===== src/rtl/countdown_timer_ctrl_if.sv =====
// Timer control/status bundle: start/load/pause/abort in; count, step, busy, done, state out.
// The master side drives the requests; the slave side is the timer itself.
interface countdown_timer_ctrl_if #(
    parameter int WIDTH = 4
);
    logic             start;
    logic [WIDTH-1:0] load_val;
    logic             pause;
    logic             abort;
    logic [WIDTH-1:0] q;
    logic             step;
    logic             busy;
    logic             done;
    logic [1:0]       state;

    modport master (
        output start, load_val, pause, abort,
        input  q, step, busy, done, state
    );

    modport slave (
        input  start, load_val, pause, abort,
        output q, step, busy, done, state
    );
endinterface


===== src/rtl/countdown_timer_ctrl.sv =====
// Loadable down-counter timer: one decrement every PRESCALE clocks, pause/abort, 1-cycle done.
// Outputs are register-decoded (one edge from request to effect); no backpressure, start ignored while busy.
module countdown_timer_ctrl #(
    parameter int WIDTH    = 4,
    parameter int PRESCALE = 4
) (
    input  logic                  clk,
    input  logic                  reset,
    countdown_timer_ctrl_if.slave tmr
);
    localparam int PCW = (PRESCALE > 1) ? $clog2(PRESCALE) : 1;
    localparam logic [PCW-1:0] PC_LAST = PCW'(PRESCALE - 1);

    typedef enum logic [1:0] {
        S_IDLE = 2'b00,
        S_RUN  = 2'b01,
        S_HOLD = 2'b10,
        S_DONE = 2'b11
    } state_e;

    state_e           state_q, state_d;
    logic [WIDTH-1:0] cnt_q, cnt_d;
    logic [PCW-1:0]   pc_q, pc_d;
    logic             step_q, step_d;

    always_ff @(posedge clk) begin
        if (!reset) begin
            state_q <= S_IDLE;
            cnt_q   <= '0;
            pc_q    <= '0;
            step_q  <= 1'b0;
        end else begin
            state_q <= state_d;
            cnt_q   <= cnt_d;
            pc_q    <= pc_d;
            step_q  <= step_d;
        end
    end

    always_comb begin
        state_d = state_q;
        cnt_d   = cnt_q;
        pc_d    = pc_q;
        step_d  = 1'b0;

        unique case (state_q)
            S_IDLE, S_DONE: begin
                if (state_q == S_DONE) begin
                    state_d = S_IDLE;
                end
                // A zero load completes immediately without ever entering RUN.
                if (tmr.start) begin
                    if (tmr.load_val != '0) begin
                        cnt_d   = tmr.load_val;
                        pc_d    = '0;
                        state_d = S_RUN;
                    end else begin
                        cnt_d   = '0;
                        state_d = S_DONE;
                    end
                end
            end

            S_RUN: begin
                if (tmr.abort) begin
                    cnt_d   = '0;
                    pc_d    = '0;
                    state_d = S_IDLE;
                end else if (tmr.pause) begin
                    state_d = S_HOLD;
                end else if (pc_q == PC_LAST) begin
                    pc_d   = '0;
                    cnt_d  = cnt_q - WIDTH'(1);
                    step_d = 1'b1;
                    if (cnt_q == WIDTH'(1)) begin
                        state_d = S_DONE;
                    end
                end else begin
                    pc_d = (PRESCALE == 1) ? '0 : pc_q + PCW'(1);
                end
            end

            S_HOLD: begin
                if (tmr.abort) begin
                    cnt_d   = '0;
                    pc_d    = '0;
                    state_d = S_IDLE;
                end else if (!tmr.pause) begin
                    state_d = S_RUN;
                end
            end

            default: state_d = S_IDLE;
        endcase
    end

    assign tmr.q     = cnt_q;
    assign tmr.step  = step_q;
    assign tmr.busy  = (state_q == S_RUN) || (state_q == S_HOLD);
    assign tmr.done  = (state_q == S_DONE);
    assign tmr.state = state_q;
endmodule

===== src/flat_wrapper.sv =====
// flat-port wrapper written by rule: the top's interface ports become plain ports
module countdown_timer_ctrl_flat 
#(
    parameter int WIDTH    = 4,
    parameter int PRESCALE = 4
)
  (clk, reset, tmr_start, tmr_load_val, tmr_pause, tmr_abort, tmr_q, tmr_step, tmr_busy, tmr_done, tmr_state);
  countdown_timer_ctrl_if #(.WIDTH(WIDTH)) tmr_i ();
  input  logic clk;
  input  logic reset;
  input wire logic [$bits(tmr_i.start)-1:0] tmr_start;
  input wire logic [$bits(tmr_i.load_val)-1:0] tmr_load_val;
  input wire logic [$bits(tmr_i.pause)-1:0] tmr_pause;
  input wire logic [$bits(tmr_i.abort)-1:0] tmr_abort;
  output wire logic [$bits(tmr_i.q)-1:0] tmr_q;
  output wire logic [$bits(tmr_i.step)-1:0] tmr_step;
  output wire logic [$bits(tmr_i.busy)-1:0] tmr_busy;
  output wire logic [$bits(tmr_i.done)-1:0] tmr_done;
  output wire logic [$bits(tmr_i.state)-1:0] tmr_state;
  assign tmr_i.start = tmr_start;
  assign tmr_i.load_val = tmr_load_val;
  assign tmr_i.pause = tmr_pause;
  assign tmr_i.abort = tmr_abort;
  assign tmr_q = tmr_i.q;
  assign tmr_step = tmr_i.step;
  assign tmr_busy = tmr_i.busy;
  assign tmr_done = tmr_i.done;
  assign tmr_state = tmr_i.state;
  countdown_timer_ctrl #(.WIDTH(WIDTH), .PRESCALE(PRESCALE)) u_core (.clk(clk), .reset(reset), .tmr(tmr_i));
endmodule

===== config.mk =====
export PLATFORM = sky130hd
export DESIGN_NAME = countdown_timer_ctrl_flat
export DESIGN_NICKNAME = d
export VERILOG_FILES = /design/src/rtl/countdown_timer_ctrl_if.sv /design/src/rtl/countdown_timer_ctrl.sv /design/src/flat_wrapper.sv
export SDC_FILE = /design/constraint.sdc
export NUM_CORES = 1
export LEC_CHECK = 0
export ABC_AREA = 1
export BUFFER_PORTS_ARGS = -buffer_cell sky130_fd_sc_hd__buf_2
export CAP_MARGIN = 15
export CORE_MARGIN = 3
export CORE_UTILIZATION = 40
export DETAILED_ROUTE_END_ITERATION = 10
export PLACE_DENSITY_LB_ADDON = 0.3
export SYNTH_ARGS = -nofsm -noshare
export SYNTH_HDL_FRONTEND = slang
export SYNTH_SLANG_ARGS = --single-unit

===== constraint.sdc =====
create_clock -name clk -period 3.1 [get_ports clk]
set_input_delay 0 -clock clk [delete_from_list [all_inputs] [get_ports clk]]
set_output_delay 0 -clock clk [all_outputs]
set_load 0.02 [all_outputs]

==> impl_metrics.prom <==
# TYPE chip_impl_metric gauge
chip_impl_metric{name="ctsLongestPathBuffers",unit=""} 2
chip_impl_metric{name="grt_first_pass_wirelength",unit="um"} 2600
chip_impl_metric{name="regToRegSetupSlack",unit="ns"} 1.50
chip_impl_metric{name="postSynthRegisterBits",unit=""} 9
chip_impl_metric{name="area_delta_synth_final",unit="%"} 19.0
chip_impl_metric{name="postCtsSetupBuffers",unit=""} 0
chip_impl_info{name="grt_setup_unrepaired",value="no"} 1
chip_impl_metric{name="timing.final.setup_violations",unit=""} 0
chip_impl_info{name="cp-end-kind",value="flip-flop"} 1
chip_impl_metric{name="max-cap-violations",unit=""} 0
chip_impl_metric{name="setup_total_negative_slack",unit="ns"} 0
chip_impl_metric{name="synth_area",unit="um^2"} 664
chip_impl_metric{name="floorplan.initialDensity",unit=""} 0.431
chip_impl_metric{name="grt_antenna_before_repair",unit=""} 0
chip_impl_metric{name="cellPowerDensity",unit="nW/um^2"} 1060
chip_impl_metric{name="ys.warnings.count",unit=""} 0
chip_impl_info{name="cts_root_buf",value="clkbuf_4"} 1
chip_impl_info{name="timing.rr.end",value="u_core.pc_q[0]$_SDFFE_PN0P_"} 1
chip_impl_metric{name="port_buffers",unit=""} 17
chip_impl_metric{name="cts_buffers",unit=""} 3
chip_impl_metric{name="clock_latency",unit="ns"} 0.27
chip_impl_metric{name="non_filler_instance_count_after_layout",unit=""} 151
chip_impl_metric{name="maxSlewHeadroom",unit=""} 0.839
chip_impl_info{name="timing.hold.worst_endpoint",value="u_core.tmr.q[0]$_SDFFE_PN0P_"} 1
chip_impl_metric{name="synth.lib_cells_used.distinct",unit=""} 16
chip_impl_metric{name="vias_per_cell",unit=""} 4.77
chip_impl_metric{name="power.leakage",unit="nW"} 0.480
chip_impl_metric{name="slew_viol_final",unit=""} 0
chip_impl_metric{name="row_count",unit=""} 14
chip_impl_metric{name="avgRoutedWirePerCell",unit="um"} 10.1
chip_impl_metric{name="core_area",unit="um^2"} 1540
chip_impl_info{name="hold_path_startpoint",value="reset"} 1
chip_impl_metric{name="first_global_vias",unit=""} 647
chip_impl_metric{name="routabilityCongestion",unit=""} 0.849
chip_impl_metric{name="routed_wirelength",unit="um"} 1520
chip_impl_metric{name="die_area",unit="um^2"} 2190
chip_impl_metric{name="ff2ff_path_depth",unit=""} 8
chip_impl_metric{name="final_layout_size_suffix_gt1_frac",unit=""} 0.178
chip_impl_metric{name="place_hpwl",unit="um"} 1190
chip_impl_metric{name="mappedNetlistNets",unit=""} 130
chip_impl_metric{name="clock-sinks",unit=""} 9
chip_impl_metric{name="critPathArrivalTime",unit="ns"} 1.76
chip_impl_metric{name="finalHoldViolCount",unit=""} 0
chip_impl_metric{name="cts_hold_buf",unit=""} 0
chip_impl_info{name="worstHoldPathType",value="input pin to flip-flop"} 1
chip_impl_metric{name="timing.clock.skew",unit="ns"} 0.00654
chip_impl_metric{name="routed-via-count",unit=""} 721
chip_impl_metric{name="critical_path_peak_fanout",unit=""} 7
chip_impl_info{name="clock_tree_from_tritoncts",value="built"} 1
chip_impl_info{name="timing.rr.start",value="u_core.tmr.state[0]$_SDFFE_PN0P_"} 1
chip_impl_metric{name="cts.reportedPaths.clkPinSlew",unit="ns"} 0.07
chip_impl_metric{name="io-pin-count",unit=""} 18
chip_impl_metric{name="postSynthAreaPerCell",unit="um^2"} 5.78
chip_impl_metric{name="final_period_minus_worst_setup_slack",unit="ns"} 1.60
chip_impl_info{name="crit_path_start",value="u_core.tmr.state[0]$_SDFFE_PN0P_"} 1
chip_impl_metric{name="layout.nets",unit=""} 151
chip_impl_metric{name="drt_drc_violations_left",unit=""} 0
chip_impl_metric{name="worstMarginPinSlew",unit="ns"} 0.241
chip_impl_info{name="status",value="complete, no violations"} 1
chip_impl_info{name="crit_path_start_kind",value="flip-flop"} 1
chip_impl_metric{name="largest_net_degree_at_the_start_of_global_routing",unit=""} 9
chip_impl_metric{name="post_synthesis_instance_total",unit=""} 115
chip_impl_info{name="critical_path_class",value="flip-flop to flip-flop"} 1
chip_impl_metric{name="drt_iter0_markers",unit=""} 19
chip_impl_metric{name="worstHoldPathCells",unit=""} 3
chip_impl_metric{name="min_period_over_period",unit=""} 0.517
chip_impl_metric{name="final_antenna_net_count",unit=""} 0
chip_impl_metric{name="vdd.ir_drop.worst",unit="V"} 0.000583
chip_impl_metric{name="synth.yosys.seq_area_share",unit=""} 0.271
chip_impl_metric{name="final_antenna_diode_count",unit=""} 0
chip_impl_metric{name="max_freq",unit="MHz"} 623
chip_impl_metric{name="cts_repair_resizes",unit=""} 0
chip_impl_metric{name="cts.htree.levels",unit=""} 1
chip_impl_metric{name="grt-ovfl-total",unit=""} 0
chip_impl_metric{name="placed_cells",unit=""} 147
chip_impl_metric{name="die_height",unit="um"} 46.8
chip_impl_metric{name="gr-usage-all-layers",unit=""} 0.169
chip_impl_metric{name="crit_required",unit="ns"} 3.26
chip_impl_metric{name="drt_pass1_iterations",unit=""} 4
chip_impl_metric{name="dieWidth",unit="um"} 46.8
-- state kept, by name (all words and copies together), names as in the netlist --
register and flops:
u_core.tmr.step 1, u_core.tmr.state 2, u_core.tmr.q 4, u_core.pc_q 2
-- layer usage --
| metal | up-vias | global-route usage | routed length [um] |
|---|---|---|---|
| li1 | 384 | - | - |
| met1 | 320 | 0.192 | 682 |
| met2 | 15 | 0.291 | 720 |
| met3 | 2 | 0.0651 | 104 |
| met4 | 0 | 0.0552 | 13 |
| met5 | - | 0 | 0 |
-- stage by stage --
step,power [mW],worst slack [ns],hold slack (ns),util,instance area (um^2)
2_1_floorplan,0.611,1.51,0.186,-,664
3_3_place_gp,0.733,1.59,0.312,0.496,764
3_5_place_dp,0.740,1.53,0.322,0.496,764
4_1_cts,0.839,1.50,0.0387,0.513,791
5_1_grt,0.938,1.30,0.0397,0.513,791
6_report,0.835,1.50,0.0418,0.513,791
-- layout by cell type (no fill, tap or decap) --
cell / Yosys / routed
nand2_2: 1 / 1
or2_0: 1 / 1
a21oi_1: 2 / 2
ha_1: 6 / 6
buf_2: 1 / 17
dfxtp_1: 9 / 9
nor3_1: 1 / 1
nand3_1: 5 / 5
clkbuf_1: 0 / 1
xnor2_1: 1 / 1
nand4_1: 1 / 1
nor2_2: 2 / 2
nor2_1: 22 / 22
clkbuf_4: 0 / 3
inv_1: 16 / 16
nand2_1: 42 / 42
inv_2: 1 / 1
o21ai_0: 4 / 4
-- cell type report --
type / count / area (um^2)
Sequential cell: 9 / 180
Tap cell: 16 / 20.0
Clock buffer: 4 / 26.3
Inverter: 17 / 63.8
Timing Repair Buffer: 17 / 85.1
Fill cell: 163 / 751
Multi-Input combinational cell: 88 / 415
-- cell usage after synthesis --
cell	n	share of area
nor2_1	22	0.12
or2_0	1	0.0094
nand3_1	5	0.038
nor3_1	1	0.0075
inv_2	1	0.0056
nand2_2	1	0.0094
buf_2	1	0.0075
nand2_1	42	0.24
nor2_2	2	0.019
o21ai_0	4	0.030
xnor2_1	1	0.013
dfxtp_1	9	0.27
nand4_1	1	0.0094
inv_1	16	0.090
a21oi_1	2	0.015
ha_1	6	0.11
-- power by group --
part / internal, mW / switching (mW) / total [mW]
clock network: 0.0498 / 0.0444 / 0.0941
logic: 0.187 / 0.344 / 0.532
registers: 0.165 / 0.0440 / 0.209
total: 0.402 / 0.433 / 0.835
-- logic make-up (layout without fill, tap and decap cells) --
kind of cell	count (synthesis)	in the layout	synth area share
adder cells (fa/ha/maj)	6	6	0.113
AO/OA/AOI/OAI	6	6	0.0452
AND/OR/NAND/NOR	75	75	0.454
flip-flops	9	9	0.271
buffers and inverters	18	38	0.104
XOR/XNOR	1	1	0.0132
-- worst max-delay path by stage --
| stage | endpoint | slack (ns) | cells after the start |
|---|---|---|---|
| finish | u_core.pc_q[0]$_SDFFE_PN0P_ | 1.50 | 8 |
| global route | u_core.pc_q[0]$_SDFFE_PN0P_ | 1.30 | 8 |
| CTS | u_core.pc_q[0]$_SDFFE_PN0P_ | 1.50 | 8 |
| detailed placement | u_core.pc_q[0]$_SDFFE_PN0P_ | 1.53 | 8 |
| global placement | u_core.pc_q[0]$_SDFFE_PN0P_ | 1.59 | 8 |
| floorplan | u_core.tmr.q[2]$_SDFFE_PN0P_ | 1.51 | 7 |
-- critical path, stage by stage, from the launching register on --
cell and delay, ns:
dfxtp_1 0.39, inv_1 0.06, ha_1 0.38, nand2_1 0.18
nand3_1 0.09, nor2_1 0.21, nand2_1 0.08, nand2_1 0.08
nor2_2 0.03
No activity file was read; power rests on OpenSTA's default activity.
